===== src/rtl/baud_gen_frac.sv =====
// Fractional-divisor baud generator: oversample tick, mid-bit sample strobe and
// bit-boundary strobe, with a double-buffered runtime divisor and phase resync.
module baud_gen_frac #(
    parameter int DIV_W       = 16,
    parameter int FRAC_W      = 4,
    parameter int OVERSAMPLE  = 16,
    parameter int DEFAULT_DIV = 39
) (
    input  logic                          clk_in,
    input  logic                          rst_in,
    input  logic                          bps_en,
    input  logic                          resync,
    input  logic [DIV_W-1:0]              div_int,
    input  logic [FRAC_W-1:0]             div_frac,
    input  logic                          div_load,
    output logic                          load_pend,
    output logic                          os_tick,
    output logic [$clog2(OVERSAMPLE)-1:0] os_phase,
    output logic                          bps_clk,
    output logic                          bit_end
);

    localparam int PH_W = $clog2(OVERSAMPLE);
    localparam logic [PH_W-1:0] PH_MID  = PH_W'(OVERSAMPLE / 2 - 1);
    localparam logic [PH_W-1:0] PH_LAST = PH_W'(OVERSAMPLE - 1);

    logic [DIV_W-1:0]  div_int_reg, pend_int_reg;
    logic [FRAC_W-1:0] div_frac_reg, pend_frac_reg;
    logic              load_pend_reg;
    logic [FRAC_W-1:0] acc_reg;
    logic [DIV_W:0]    cnt_reg, len_reg;
    logic [PH_W-1:0]   phase_reg;
    logic              os_tick_reg, bps_clk_reg, bit_end_reg;

    logic              running;
    logic              terminal;
    logic              period_start;
    logic              at_bit_end;
    logic              apply;
    logic [DIV_W-1:0]  cap_int;
    logic [DIV_W-1:0]  int_eff;
    logic [FRAC_W-1:0] frac_eff;
    logic [FRAC_W:0]   frac_sum;
    logic [DIV_W:0]    len_next;

    always_comb begin
        running      = bps_en && !resync;
        // cnt_reg == 0 only while idle or just after a resync: that cycle opens a period
        terminal     = running && (cnt_reg != '0) && (cnt_reg == len_reg);
        period_start = running && ((cnt_reg == '0) || terminal);
        at_bit_end   = terminal && (phase_reg == PH_LAST);
        apply        = load_pend_reg && (!bps_en || resync || at_bit_end);
        cap_int      = (div_int < DIV_W'(2)) ? DIV_W'(2) : div_int;
        int_eff      = apply ? pend_int_reg  : div_int_reg;
        frac_eff     = apply ? pend_frac_reg : div_frac_reg;
        frac_sum     = {1'b0, acc_reg} + {1'b0, frac_eff};
        len_next     = {1'b0, int_eff} + {{DIV_W{1'b0}}, frac_sum[FRAC_W]};
    end

    always_ff @(posedge clk_in) begin
        if (rst_in) begin
            div_int_reg   <= DIV_W'(DEFAULT_DIV);
            div_frac_reg  <= '0;
            pend_int_reg  <= DIV_W'(DEFAULT_DIV);
            pend_frac_reg <= '0;
            load_pend_reg <= 1'b0;
            acc_reg       <= '0;
            cnt_reg       <= '0;
            len_reg       <= '0;
            phase_reg     <= '0;
            os_tick_reg   <= 1'b0;
            bps_clk_reg   <= 1'b0;
            bit_end_reg   <= 1'b0;
        end else begin
            if (apply) begin
                div_int_reg  <= pend_int_reg;
                div_frac_reg <= pend_frac_reg;
            end
            // A capture coinciding with an apply point stays pending for the next one
            if (div_load) begin
                pend_int_reg  <= cap_int;
                pend_frac_reg <= div_frac;
                load_pend_reg <= 1'b1;
            end else if (apply) begin
                load_pend_reg <= 1'b0;
            end

            if (!running) begin
                cnt_reg     <= '0;
                acc_reg     <= '0;
                phase_reg   <= '0;
                os_tick_reg <= 1'b0;
                bps_clk_reg <= 1'b0;
                bit_end_reg <= 1'b0;
            end else begin
                os_tick_reg <= terminal;
                bps_clk_reg <= terminal && (phase_reg == PH_MID);
                bit_end_reg <= at_bit_end;
                if (terminal) begin
                    phase_reg <= phase_reg + PH_W'(1);
                end
                if (period_start) begin
                    acc_reg <= frac_sum[FRAC_W-1:0];
                    len_reg <= len_next;
                    cnt_reg <= (DIV_W + 1)'(1);
                end else begin
                    cnt_reg <= cnt_reg + (DIV_W + 1)'(1);
                end
            end
        end
    end

    assign load_pend = load_pend_reg;
    assign os_tick   = os_tick_reg;
    assign os_phase  = phase_reg;
    assign bps_clk   = bps_clk_reg;
    assign bit_end   = bit_end_reg;

endmodule


===== config.mk =====
export PLATFORM = sky130hd
export DESIGN_NAME = baud_gen_frac
export DESIGN_NICKNAME = d
export VERILOG_FILES = /design/src/rtl/baud_gen_frac.sv
export SDC_FILE = /design/constraint.sdc
export NUM_CORES = 1
export LEC_CHECK = 0
export ABC_AREA = 1
export ABC_CLOCK_PERIOD_IN_PS = 4000
export CELL_PAD_IN_SITES_DETAIL_PLACEMENT = 1
export CELL_PAD_IN_SITES_GLOBAL_PLACEMENT = 1
export CORE_MARGIN = 3
export CORE_UTILIZATION = 38
export DETAILED_ROUTE_END_ITERATION = 8
export PLACE_DENSITY = 0.73
export REMOVE_ABC_BUFFERS = 1
export SETUP_SLACK_MARGIN = 0.05
export SYNTH_ARGS = -nofsm -noshare
export SYNTH_HDL_FRONTEND = slang
export SYNTH_SLANG_ARGS = --single-unit
export TNS_END_PERCENT = 20

===== constraint.sdc =====
create_clock -name clk_in -period 4 [get_ports clk_in]
set_input_delay 0.8 -clock clk_in [delete_from_list [all_inputs] [get_ports clk_in]]
set_output_delay 0.8 -clock clk_in [all_outputs]
set_load 0.02 [all_outputs]

== Word level (Yosys, flattened, before mapping) ==
Cells that the tools add are included.

* Eq/ne operators: 3
* Muxes and demuxes: 6
* Reductions and logical operators: 18
* $add $sub $neg: 4
* Divide/modulo/power cells: 0
* Order comparisons: 1
* Multiply operators: 0
* Bitwise gates (word level): 1
* Shift operators: 0

{| class="wikitable"
|+ Operators by type and width
! operator !! number
|-
| two-way mux 16 bit || 2
|-
| adder 16 x 1 -> 17 bit || 1
|-
| adder 17 x 1 -> 17 bit (second input constant) || 1
|-
| == test 17 bit || 1
|-
| logical NOT 17 bit || 1
|-
| nonzero test 17 bit || 1
|-
| < comparator 16 x 2 -> 1 bit (second input constant) || 1
|-
| logical AND 1 bit || 7
|-
| adder 4 x 4 -> 5 bit || 1
|-
| adder 4 x 1 -> 4 bit (second input constant) || 1
|-
| == test 4 x 3 -> 1 bit (second input constant) || 1
|-
| == test 4 bit (second input constant) || 1
|-
| two-way mux 4 bit || 1
|-
| logical OR 1 bit || 3
|-
| two-way mux 1 bit || 3
|-
| OR reduction 3 bit || 1
|-
| logical NOT 1 bit || 2
|-
| AND reduction 2 bit || 1
|-
| nonzero test 2 bit || 1
|-
| OR reduction 2 bit || 1
|-
| inverter 1 bit || 1
|}

* Output and inout port bits: 8
* ROM bits: 0
* Bits of input ports: 25
* Memories: 0
* Bits in writable memories: 0
* Latch bits: 0
* Logic and storage cells: 46
* Register bits: 86

== Depth between registers and ports, before layout ==
Gate-level depths: netlist of run 1.

* Depth after elaboration: 10
* Gate-level depth with buffers: 27

== Least setup slack after synthesis of run 1 ==
No wires, ideal clock.

* Path type: in2reg
* Start point: in bps_en
* End point: reg len_reg[13]
* Required time: 3,891 ps
* Path slack: 46 ps
* Arrival time: 3,845 ps
* Stages: 24
* Library setup time: 109 ps
* Cells stage by stage: inv_1 -> nor2_4 -> nand2_1 -> nor2_1 -> nand2_1 -> nor2_2 -> nand4_2 -> nand2_4 -> nand2_4 -> buf_2 -> buf_2 -> o21ai_0 -> ha_1 -> inv_1 -> fa_1 -> o21ai_0 -> ha_1 -> nand3_2 -> nor2_1 -> nand3_1 -> nand2_1 -> nand3_1 -> nand2_1 -> inv_1

* Cells in the longest elaborated chain, start to end: 9
* Elaborated cells on any way between the ends: 15
* Classes of those cells: add/sub (2); mux (2); reduce/logical (11)

{| class="wikitable"
|+ Ends and longest elaborated chain
! element !! RTL line !! text
|-
| start: declaration || 11 || <nowiki>input logic bps_en,</nowiki>
|-
| logical AND 1 bit || 47 || <nowiki>running = bps_en && !resync;</nowiki>
|-
| logical AND 1 bit (2 in a row) || 49 || <nowiki>terminal = running && (cnt_reg != '0) && (cnt_reg == len_reg);</nowiki>
|-
| logical AND 1 bit || 51 || <nowiki>at_bit_end = terminal && (phase_reg == PH_LAST);</nowiki>
|-
| logical OR 1 bit * || 52 || <nowiki>apply = load_pend_reg && (!bps_en || resync || at_bit_end);</nowiki>
|-
| logical AND 1 bit * || 52 ||
|-
| two-way mux 4 bit * || -- ||
|-
| named net frac_eff[0] || 42 || <nowiki>logic [FRAC_W-1:0] frac_eff;</nowiki>
|-
| adder 4 x 4 -> 5 bit * || 56 || <nowiki>frac_sum = {1'b0, acc_reg} + {1'b0, frac_eff};</nowiki>
|-
| adder 16 x 1 -> 17 bit * || 57 || <nowiki>len_next = {1'b0, int_eff} + {{DIV_W{1'b0}}, frac_sum[FRAC_W]};</nowiki>
|-
| end signal: assignment || 104 || <nowiki>len_reg <= len_next;</nowiki>
|-
| end: declaration || 31 || <nowiki>logic [DIV_W:0] cnt_reg, len_reg;</nowiki>
|}

Mark *: on every way through the listed nets, which the timed path passes. The rest lies on a longest branch.
A chain may end at the register's enable or synchronous reset.

== Worst setup path after layout of run 1 ==
* Start point: in bps_en
* End point: reg len_reg[8]

Same word-level chain as after synthesis.

==> results of run 1 <==
## synth_stat cells (all sizes together) (9+ instances only)
master	count	area [µm²]
a21oi	37	185
clkbuf	11	41.3
nand2	191	754
nor3	11	55.1
buf	9	58.8
xor2	10	87.6
ha	9	113
nand3	47	240
nand4	9	62.6
dfxtp	86	1720
o21ai	36	184
inv	102	383
nor2	92	388
## power breakdown
group | switching (mW) | internal (mW) | total (mW)
Sequential | 0.0208 | 0.896 | 0.917
Combinational | 0.169 | 0.0996 | 0.268
Clock | 0.354 | 0.565 | 0.919
## metal layers
layer,up-vias,track usage
met1,2125,0.253
met5,-,0
met2,65,0.373
li1,2264,-
met3,11,0.0507
met4,0,0.0518
## kinds of logic after synthesis
kind of cell | count (synthesis)
buffers and inverters | 122
AND/OR/NAND/NOR | 376
adder cells (fa/ha/maj) | 10
AO/OA/AOI/OAI | 83
XOR/XNOR | 12
flip-flops | 86
## worst paths after layout
| check | from | to | slack (ns) | depth (start not counted) |
|---|---|---|---|---|
| worst min-delay path | div_int_reg[1] | div_int_reg[1] | 0.46 | 2 |
| worst max register to register | cnt_reg[0] | len_reg[8] | 0.48 | 26 |
| worst max-delay path | bps_en | len_reg[8] | 0.34 | 24 |
| worst min register to register | div_int_reg[1] | div_int_reg[1] | 0.46 | 2 |
## worst reg2reg max path, delay by kind of cell, from the launching register on
family | cells | cell delay (ns)
adder cells (fa/ha/maj) | 4 | 1.01
AND/OR/NAND/NOR | 15 | 1.33
buffers and inverters | 5 | 0.49
flip-flops | 1 | 0.32
AO/OA/AOI/OAI | 2 | 0.27
## layout make-up
type | count | area share
clock inverters | 5 | 0.0151
well taps | 143 | 0.0327
flip-flops and latches | 86 | 0.314
inverters | 102 | 0.0699
multi-input cells | 481 | 0.438
clock buffers | 11 | 0.0443
repair buffers | 52 | 0.0859
## metrics by stage
step | std cells | area (µm²) | TNS, ns | hold WS (ns) | power (mW)
CTS | 880 | 5450 | 0 | 0.461 | 2.13
global placement | 864 | 5120 | -1.16 | 0.438 | 1.19
finish | 880 | 5480 | 0 | 0.455 | 2.10
floorplan | 669 | 4470 | 0 | 0.424 | 1.09
detailed placement | 864 | 5120 | -4.46 | 0.448 | 1.20
global route | 880 | 5480 | 0 | 0.490 | 2.21
## repair_timing
item                                    4_1_cts  5_1_grt
buffers inserted                              0        0
pin swaps                                     0        6
gates resized for setup                       2       11
endpoints found under the setup margin       13       15
==> impl_metrics.tcl, run 1 <==
set metrics [dict create \
    status "finished clean" \
    crit_type "input pin to flop" \
    h-tree-depth 3 \
    synth_area_um2 4570 \
    finish.utilization 0.473 \
    syn_inst 689 \
    hold_path_class "flop to flop" \
    layout_setup_ws_ns 0.338 \
    initial_core_util 0.395 \
    final_common_cell "nand2_1" \
    area_delta_synth_final_pct 19.9 \
    yosysWarnings 0 \
    ys_types 41 \
    crit_fanout 6 \
    finalCriticalPeriod_ns 3.66 \
    io_pins 33 \
    route.top_layer_used "met4" \
    crit_path_cell_trace "clkdlybuf4s50_1 > inv_1 > nor2_4 > nand2_1 > nor2_1 > nand2_1 > nor2_2 > nand4_2 > nand2_4 > nand2_4 > o21ai_2 > ha_2 > inv_1 > fa_1 > o21ai_2 > ha_2 > nand2_2 > nor2_4 > buf_4 > nand2_1 > nand2_1 > nand3_1 > nand2_1 > inv_1" \
    peakVddDrop_v 0.000274 \
    viasPerCell 5.07 \
    wl_met1_um 6020 \
    die_area_um2 13400 \
    dp_slack_ns -0.371 \
    n_antenna_cell 0 \
    fill_cells 1541 \
    tightest_slew_ns 0.642 \
    cts-root-buf "clkbuf_16" \
    crit_family "simple AND/OR/NAND/NOR gates" \
    grt_pass1_wl_um 21900 \
    die_y_um 116 \
    critical_path.slowest_cell "clkdlybuf4s50_1" \
    fp.dieW_um 116 \
    power_density_nw_per_um2 384 \
    crit_required_ns 4.25 \
    grt-ovfl-total 0 \
    crit_path_start_kind "input pin" \
    arrival_ns 3.91 \
    insertion_delay_ns 0.35 \
    seqCellArea_um2 1720 \
    nNetsFinal 767 \
    grt_use_total 0.209 \
    multi_input_area_um2 2400 \
    yosysSeqAreaShare 0.377 \
    fmax_mhz 273 \
    grt_max_degree 35 \
    portBuffers 32 \
    synthMuxAreaShare 0 \
    synth_top_family_by_area "simple AND/OR/NAND/NOR gates" \
    layout_common_cells "nand2_1, inv_1, dfxtp_1" \
    drtPass1Iterations 4 \
    syn_avg_cell_area_um2 6.63 \
    antenna_left 0 \
    cts_tree "built" \
    leakage_nw 2.42 \
    synth_edf_count 0 \
    met2_length_um 6560 \
    wirelength_um 13200 \
    slew_violations 0 \
    yosys.area_share.simple 0.367 \
    fin_crit_sh 0.915 \
    cp-end-kind "flop" \
    layout-drive-gt1-share 0.100 \
    grt_pass1_vias 4549 \
    cp_num_buf_inv 5 \
    drt-initial-drc-count 165 \
    synthArstFlopShare 0 \
    rsz0062_at_grt "true" \
    synth_flop_cell "dfxtp_1" \
    synth_compound_area_frac 0.0981 \
    clk_pin_slew_ns 0.06 \
    routed-wl-met3_um 415 \
    ys_seq_elements 86 \
    cts_buffers 9 \
    clk_path_buf_depth 2 \
    synth-xor-area-share 0.0230 \
    slowest_delay_ns 0.45 \
    slew_headroom 0.571 \
    max_cap_violations 0 \
    synth_adder_area_share 0.0290 \
    finalClockSkew_ns 0.00563 \
    setup_viol 0 \
    hold_viol 0 \
    postCtsHoldBufs 0 \
    hpwl_um 9950 \
    cts.sinks 86 \
    coreArea_um2 11600 \
    wire_per_inst_um 15.0 \
    drc_errors 0 \
    antenna_found_initial 0 \
    vias 4465 \
    rows 39 \
    gp_congestion 0.878 \
    worst_path_most_repeated_cell "nand2_1" \
]
(Power assumes the default switching activity.)
==> inputs of run 2 (changes only) <==
CTS_CLUSTER_SIZE = 12   (was unset)
MAX_ROUTING_LAYER = met4   (was unset)
PLACE_DENSITY = unset   (was 0.73)
PLACE_DENSITY_LB_ADDON = 0.1   (was unset)
==> run 2 against run 1 <==
Sequential cell count did not move. Power rose by 0.50%. Non-clock buffer count rose by 1. Global-route usage rose by 1.1 points. Critical endpoint is now len_reg[14].
==> impl_metrics.tcl, run 2 (synthesized netlist as in run 1, its figures left out) <==
set metrics [dict create \
    arrival_ns 3.92 \
    fmax_mhz 271 \
    grt-ovfl-total 0 \
    n_antenna_cell 0 \
    r2r-start "cnt_reg[0]" \
    hold_viol 0 \
    critical_path.slowest_cell "clkdlybuf4s50_1" \
    peakVddDrop_v 0.000287 \
    hold_path_class "flop to flop" \
    io_pins 33 \
    r2r_slack_ns 0.55 \
    portBuffers 32 \
    clk_pin_slew_ns 0.06 \
    drc_errors 0 \
    vias 4459 \
    grt_pass1_vias 4650 \
    initial_core_util 0.395 \
    coreArea_um2 11600 \
    rsz0062_at_grt "false" \
    die_y_um 116 \
    crit_required_ns 4.23 \
    hold_path_depth 2 \
    cts_tree "built" \
    area_delta_synth_final_pct 19.9 \
    crit_type "input pin to flop" \
    grt_pass1_wl_um 22500 \
    h-tree-depth 3 \
    power_density_nw_per_um2 386 \
    viasPerCell 5.06 \
    slowest_delay_ns 0.45 \
    cts_buffers 9 \
    grt_max_degree 35 \
    finalCriticalPeriod_ns 3.69 \
    finalClockSkew_ns 0.00576 \
    hpwl_um 10300 \
    fp.dieW_um 116 \
    drtPass1Iterations 4 \
    slew_headroom 0.507 \
    fin_crit_sh 0.922 \
    status "finished clean" \
    path_depth 23 \
    drt-initial-drc-count 204 \
    setup_viol 0 \
    postCtsHoldBufs 0 \
    final_common_cell "nand2_1" \
    worst_path_most_repeated_cell "nand2_1" \
    gp_congestion 0.900 \
    cts.sinks 86 \
    slew_violations 0 \
    reg2reg_to "len_reg[14]" \
    crit_path_start_kind "input pin" \
    wire_per_inst_um 15.2 \
    crit_family "simple AND/OR/NAND/NOR gates" \
    clk_path_buf_depth 2 \
    hold_start "pend_frac_reg[3]" \
    cp_num_buf_inv 4 \
    wirelength_um 13400 \
    antenna_left 0 \
    crit_path_cell_trace "clkdlybuf4s50_1 > inv_1 > nor2_4 > nand2_1 > nor2_1 > nand2_1 > nor2_2 > nand4_2 > nand2_4 > nand2_4 > o21ai_2 > ha_2 > inv_1 > fa_2 > o21ai_2 > ha_1 > nand2_2 > nor2_4 > nand2_1 > inv_2 > nand3_1 > nand2_1 > a21oi_1" \
    crit_fanout 7 \
    hold_end "pend_frac_reg[3]" \
    r2r_cells 25 \
    insertion_delay_ns 0.35 \
    finalPower_mw 2.11 \
    rows 39 \
    cp-end-kind "flop" \
    max_cap_violations 0 \
    tightest_slew_ns 0.739 \
    die_area_um2 13400 \
    nNetsFinal 768 \
    layout_common_cells "nand2_1, inv_1, dfxtp_1" \
    leakage_nw 2.43 \
    layout-drive-gt1-share 0.102 \
    antenna_found_initial 0 \
    grt_use_total 0.220 \
    fill_cells 1545 \
    cts-root-buf "clkbuf_16" \
    whs_ns 0.463 \
    finish.utilization 0.474 \
]
[run 2: area by class of cell]
cell class                 instances  area, µm²  area share
sequential                        86       1720       0.314
multi-input combinational        481       2380       0.435
inverter                         102        383      0.0699
timing repair buffer              53        478      0.0873
clock buffer                      11        253      0.0462
clock inverter                     5       81.3      0.0149
tap                              143        179      0.0327
[run 2: power breakdown]
part           leakage (nW)  switching, mW  internal, mW
sequential            0.705         0.0211         0.896
clock                 0.162          0.349         0.581
combinational          1.56          0.168        0.0996
[run 2: per-layer routing]
| metal | global-route usage | vias to the layer above | part of all wire |
|---|---|---|---|
| li1 | - | 2260 | - |
| met1 | 0.254 | 2123 | 0.45 |
| met5 | - | - | 0 |
| met4 | 0.0557 | 0 | 0.013 |
| met3 | 0.0559 | 15 | 0.030 |
| met2 | 0.382 | 61 | 0.50 |
[run 2: worst reg2reg max path, cell delays in order, from the launching register on]
cell and delay, ns:
dfxtp_1 0.32, inv_1 0.15, ha_1 0.18, nand2_1 0.05
nor2_1 0.13, nand2_1 0.07, nor2_1 0.15, nor2_1 0.10
nand4_2 0.10, nand2_4 0.06, nand2_4 0.07, buf_4 0.11
nand2_1 0.05, o21ai_2 0.07, ha_2 0.22, inv_1 0.06
fa_2 0.36, o21ai_2 0.18, ha_1 0.18, nand2_2 0.08
nor2_4 0.17, nand2_1 0.11, inv_2 0.09, nand3_1 0.12
nand2_1 0.08, a21oi_1 0.04
[run 2: timing repair]
action | CTS | global route
setup endpoints to repair | 5 | 15
gates resized for setup | 1 | 8
setup buffers | 0 | 2
pin swaps | 0 | 3
[run 2: worst max path at each step]
stage,start,endpoint
final,bps_en,len_reg[14]
after global routing,bps_en,len_reg[12]
after CTS,bps_en,len_reg[14]
after detailed placement,bps_en,len_reg[14]
after global placement,bps_en,len_reg[13]
after floorplan,bps_en,len_reg[13]
[run 2: through the flow]
stage	area (µm²)	TNS (ns)	setup WS, ns	cells
after floorplan	4470	0	0.0662	669
after global placement	5110	-1.33	-0.147	863
after detailed placement	5110	-3.82	-0.326	863
after CTS	5440	0	0.101	879
after global routing	5480	0	0.0706	881
final	5480	0	0.312	881
==> inputs of run 3 (changes only) <==
ABC_CLOCK_PERIOD_IN_PS = 3500   (was 4000)
CORE_MARGIN = 2   (was 3)
CORE_UTILIZATION = 42   (was 38)
clock period = 3.5 ns   (was 4 ns; I/O delays follow)
==> run 3 against run 2 <==
Worst setup slack got worse by 0.068 ns. Combinational power rose by 23%. Sequential share of layout area fell by 0.33 points. Non-clock buffer count rose by 17. Sequential cell count did not move. Clock power fell by 30%. Routed wire length rose by 1.5%. Worst hold slack improved by 0.0080 ns. Global-route usage rose by 2.6 points. Count of clock-buffer cells in the layout rose by 3. Register-to-register slack got worse by 0.31 ns. Design area rose by 2.5%. Critical path type is now flop to flop.
==> impl_metrics.tcl, run 3 (synthesized netlist as in run 1, its figures left out) <==
set metrics [dict create \
    area_delta_synth_final_pct 22.9 \
    final_cells 894 \
    die_area_um2 11700 \
    worst_path_most_repeated_cell "nand2_1" \
    max_cap_violations 0 \
    layout-drive-gt1-share 0.187 \
    post-place-cells 868 \
    status "finished clean" \
    grt_use_met3 0.0356 \
    r2r_slack_ns 0.24 \
    power_density_nw_per_um2 362 \
    fin_crit_sh 0.930 \
    rows 38 \
    gp_congestion 0.875 \
    grt_max_degree 34 \
    cts-root-buf "clkbuf_8" \
    grt_pass1_wl_um 22000 \
    peakVddDrop_v 0.000283 \
    antenna_left 0 \
    crit_path_cell_trace "buf_4 > nand2_1 > nand2_1 > nor2_2 > nand2_1 > nor2_4 > nand4_4 > nand2_4 > nand2_4 > o21ai_4 > ha_2 > inv_2 > fa_2 > o21ai_2 > ha_2 > nand2_2 > nor2_4 > buf_6 > nand2_2 > nand2_1 > nand3_1 > nand2_1 > inv_1" \
    slew_headroom 0.515 \
    tightest_slew_ns 0.727 \
    cp-end-kind "flop" \
    crit_required_ns 3.77 \
    antenna_found_initial 0 \
    coreArea_um2 10700 \
    cts_buffers 9 \
    viasPerCell 5.10 \
    wirelength_um 13600 \
    clk_pin_slew_ns 0.09 \
    nNetsFinal 785 \
    critical_path.slowest_cell "fa_2" \
    grt-ovfl-total 0 \
    final_common_cell "nand2_1" \
    finalClockSkew_ns 0.0124 \
    setup_viol 0 \
    crit_path_start_kind "flop" \
    rsz0062_at_grt "true" \
    drtPass1Iterations 4 \
    fill_cells 1446 \
    grt_busiest_layer "met2" \
    postCtsHoldBufs 0 \
    clk_path_buf_depth 2 \
    grtUsageMet2 0.421 \
    grt_pass1_vias 4559 \
    tns_ns 0 \
    seqCellArea_um2 1750 \
    die_y_um 108 \
    drc_errors 0 \
    met1_usage 0.299 \
    slowest_delay_ns 0.39 \
    hold_viol 0 \
    h-tree-depth 3 \
    cts_tree "built" \
    slew_violations 0 \
    finalCriticalPeriod_ns 3.26 \
    insertion_delay_ns 0.36 \
    vias 4559 \
    io_pins 33 \
    drt-initial-drc-count 269 \
    grt_use_total 0.246 \
    initial_core_util 0.425 \
    crit_type "flop to flop" \
    multi_input_area_um2 2510 \
    fmax_mhz 307 \
    fp.dieW_um 108 \
    crit_fanout 6 \
    arrival_ns 3.52 \
    hpwl_um 10200 \
    n_antenna_cell 0 \
    portBuffers 32 \
    layout_common_cells "nand2_1, inv_1, nor2_1" \
    hold_path_class "flop to flop" \
    cts.sinks 86 \
    wire_per_inst_um 15.2 \
    leakage_nw 2.49 \
]
==> run 3: power breakdown <==
part           total, mW  internal (mW)  switching [mW]
Sequential          1.05           1.02          0.0243
Clock              0.654          0.294           0.360
Combinational      0.330          0.126           0.204
Total               2.03           1.44           0.588
==> run 3: layer usage <==
metal | share of wire | vias to the layer above
met5 | 0 | -
met4 | 0.018 | 0
met3 | 0.025 | 16
met2 | 0.51 | 59
met1 | 0.45 | 2183
li1 | - | 2301
==> run 3: worst paths after layout <==
| kind | from | endpoint | depth (start not counted) |
|---|---|---|---|
| worst max register to register | cnt_reg[13] | len_reg[8] | 23 |
| worst min register to register | pend_int_reg[2] | pend_int_reg[2] | 2 |
| worst max-delay path | cnt_reg[13] | len_reg[8] | 23 |
| worst min-delay path | pend_int_reg[2] | pend_int_reg[2] | 2 |
==> run 3: area by class of cell <==
class	instances	share of cell area
Tap cell	140	0.0312
Clock buffer	14	0.0290
Multi-Input combinational cell	481	0.447
Inverter	102	0.0695
Clock inverter	1	0.000891
Sequential cell	86	0.311
Timing Repair Buffer	70	0.111
==> run 3: critical path, delay by kind of cell, from the launching register on <==
family / cells / cell delay [ns]
and+or+nand+nor: 14 / 1.34
adders and majority gates: 3 / 0.79
DFF: 1 / 0.34
buffers and inverters: 4 / 0.34
AOI/OAI and AO/OA: 2 / 0.34
==> run 3: metrics by stage <==
| stage | utilization | worst slack [ns] | cell area, µm² | hold WS [ns] | power, mW |
|---|---|---|---|---|---|
| floorplan | - | -0.334 | 4470 | 0.424 | 1.25 |
| global placement | 0.481 | -0.518 | 5170 | 0.436 | 1.36 |
| detailed placement | 0.481 | -0.727 | 5170 | 0.453 | 1.37 |
| CTS | 0.499 | 0.0704 | 5370 | 0.469 | 2.02 |
| global route | 0.523 | -0.0217 | 5620 | 0.485 | 2.14 |
| finish | 0.523 | 0.244 | 5620 | 0.471 | 2.03 |
==> run 3: timing repair <==
item,CTS,global route
endpoints found under the setup margin,16,16
gates resized for setup,11,75
setup buffers,1,10
pin swaps,5,24
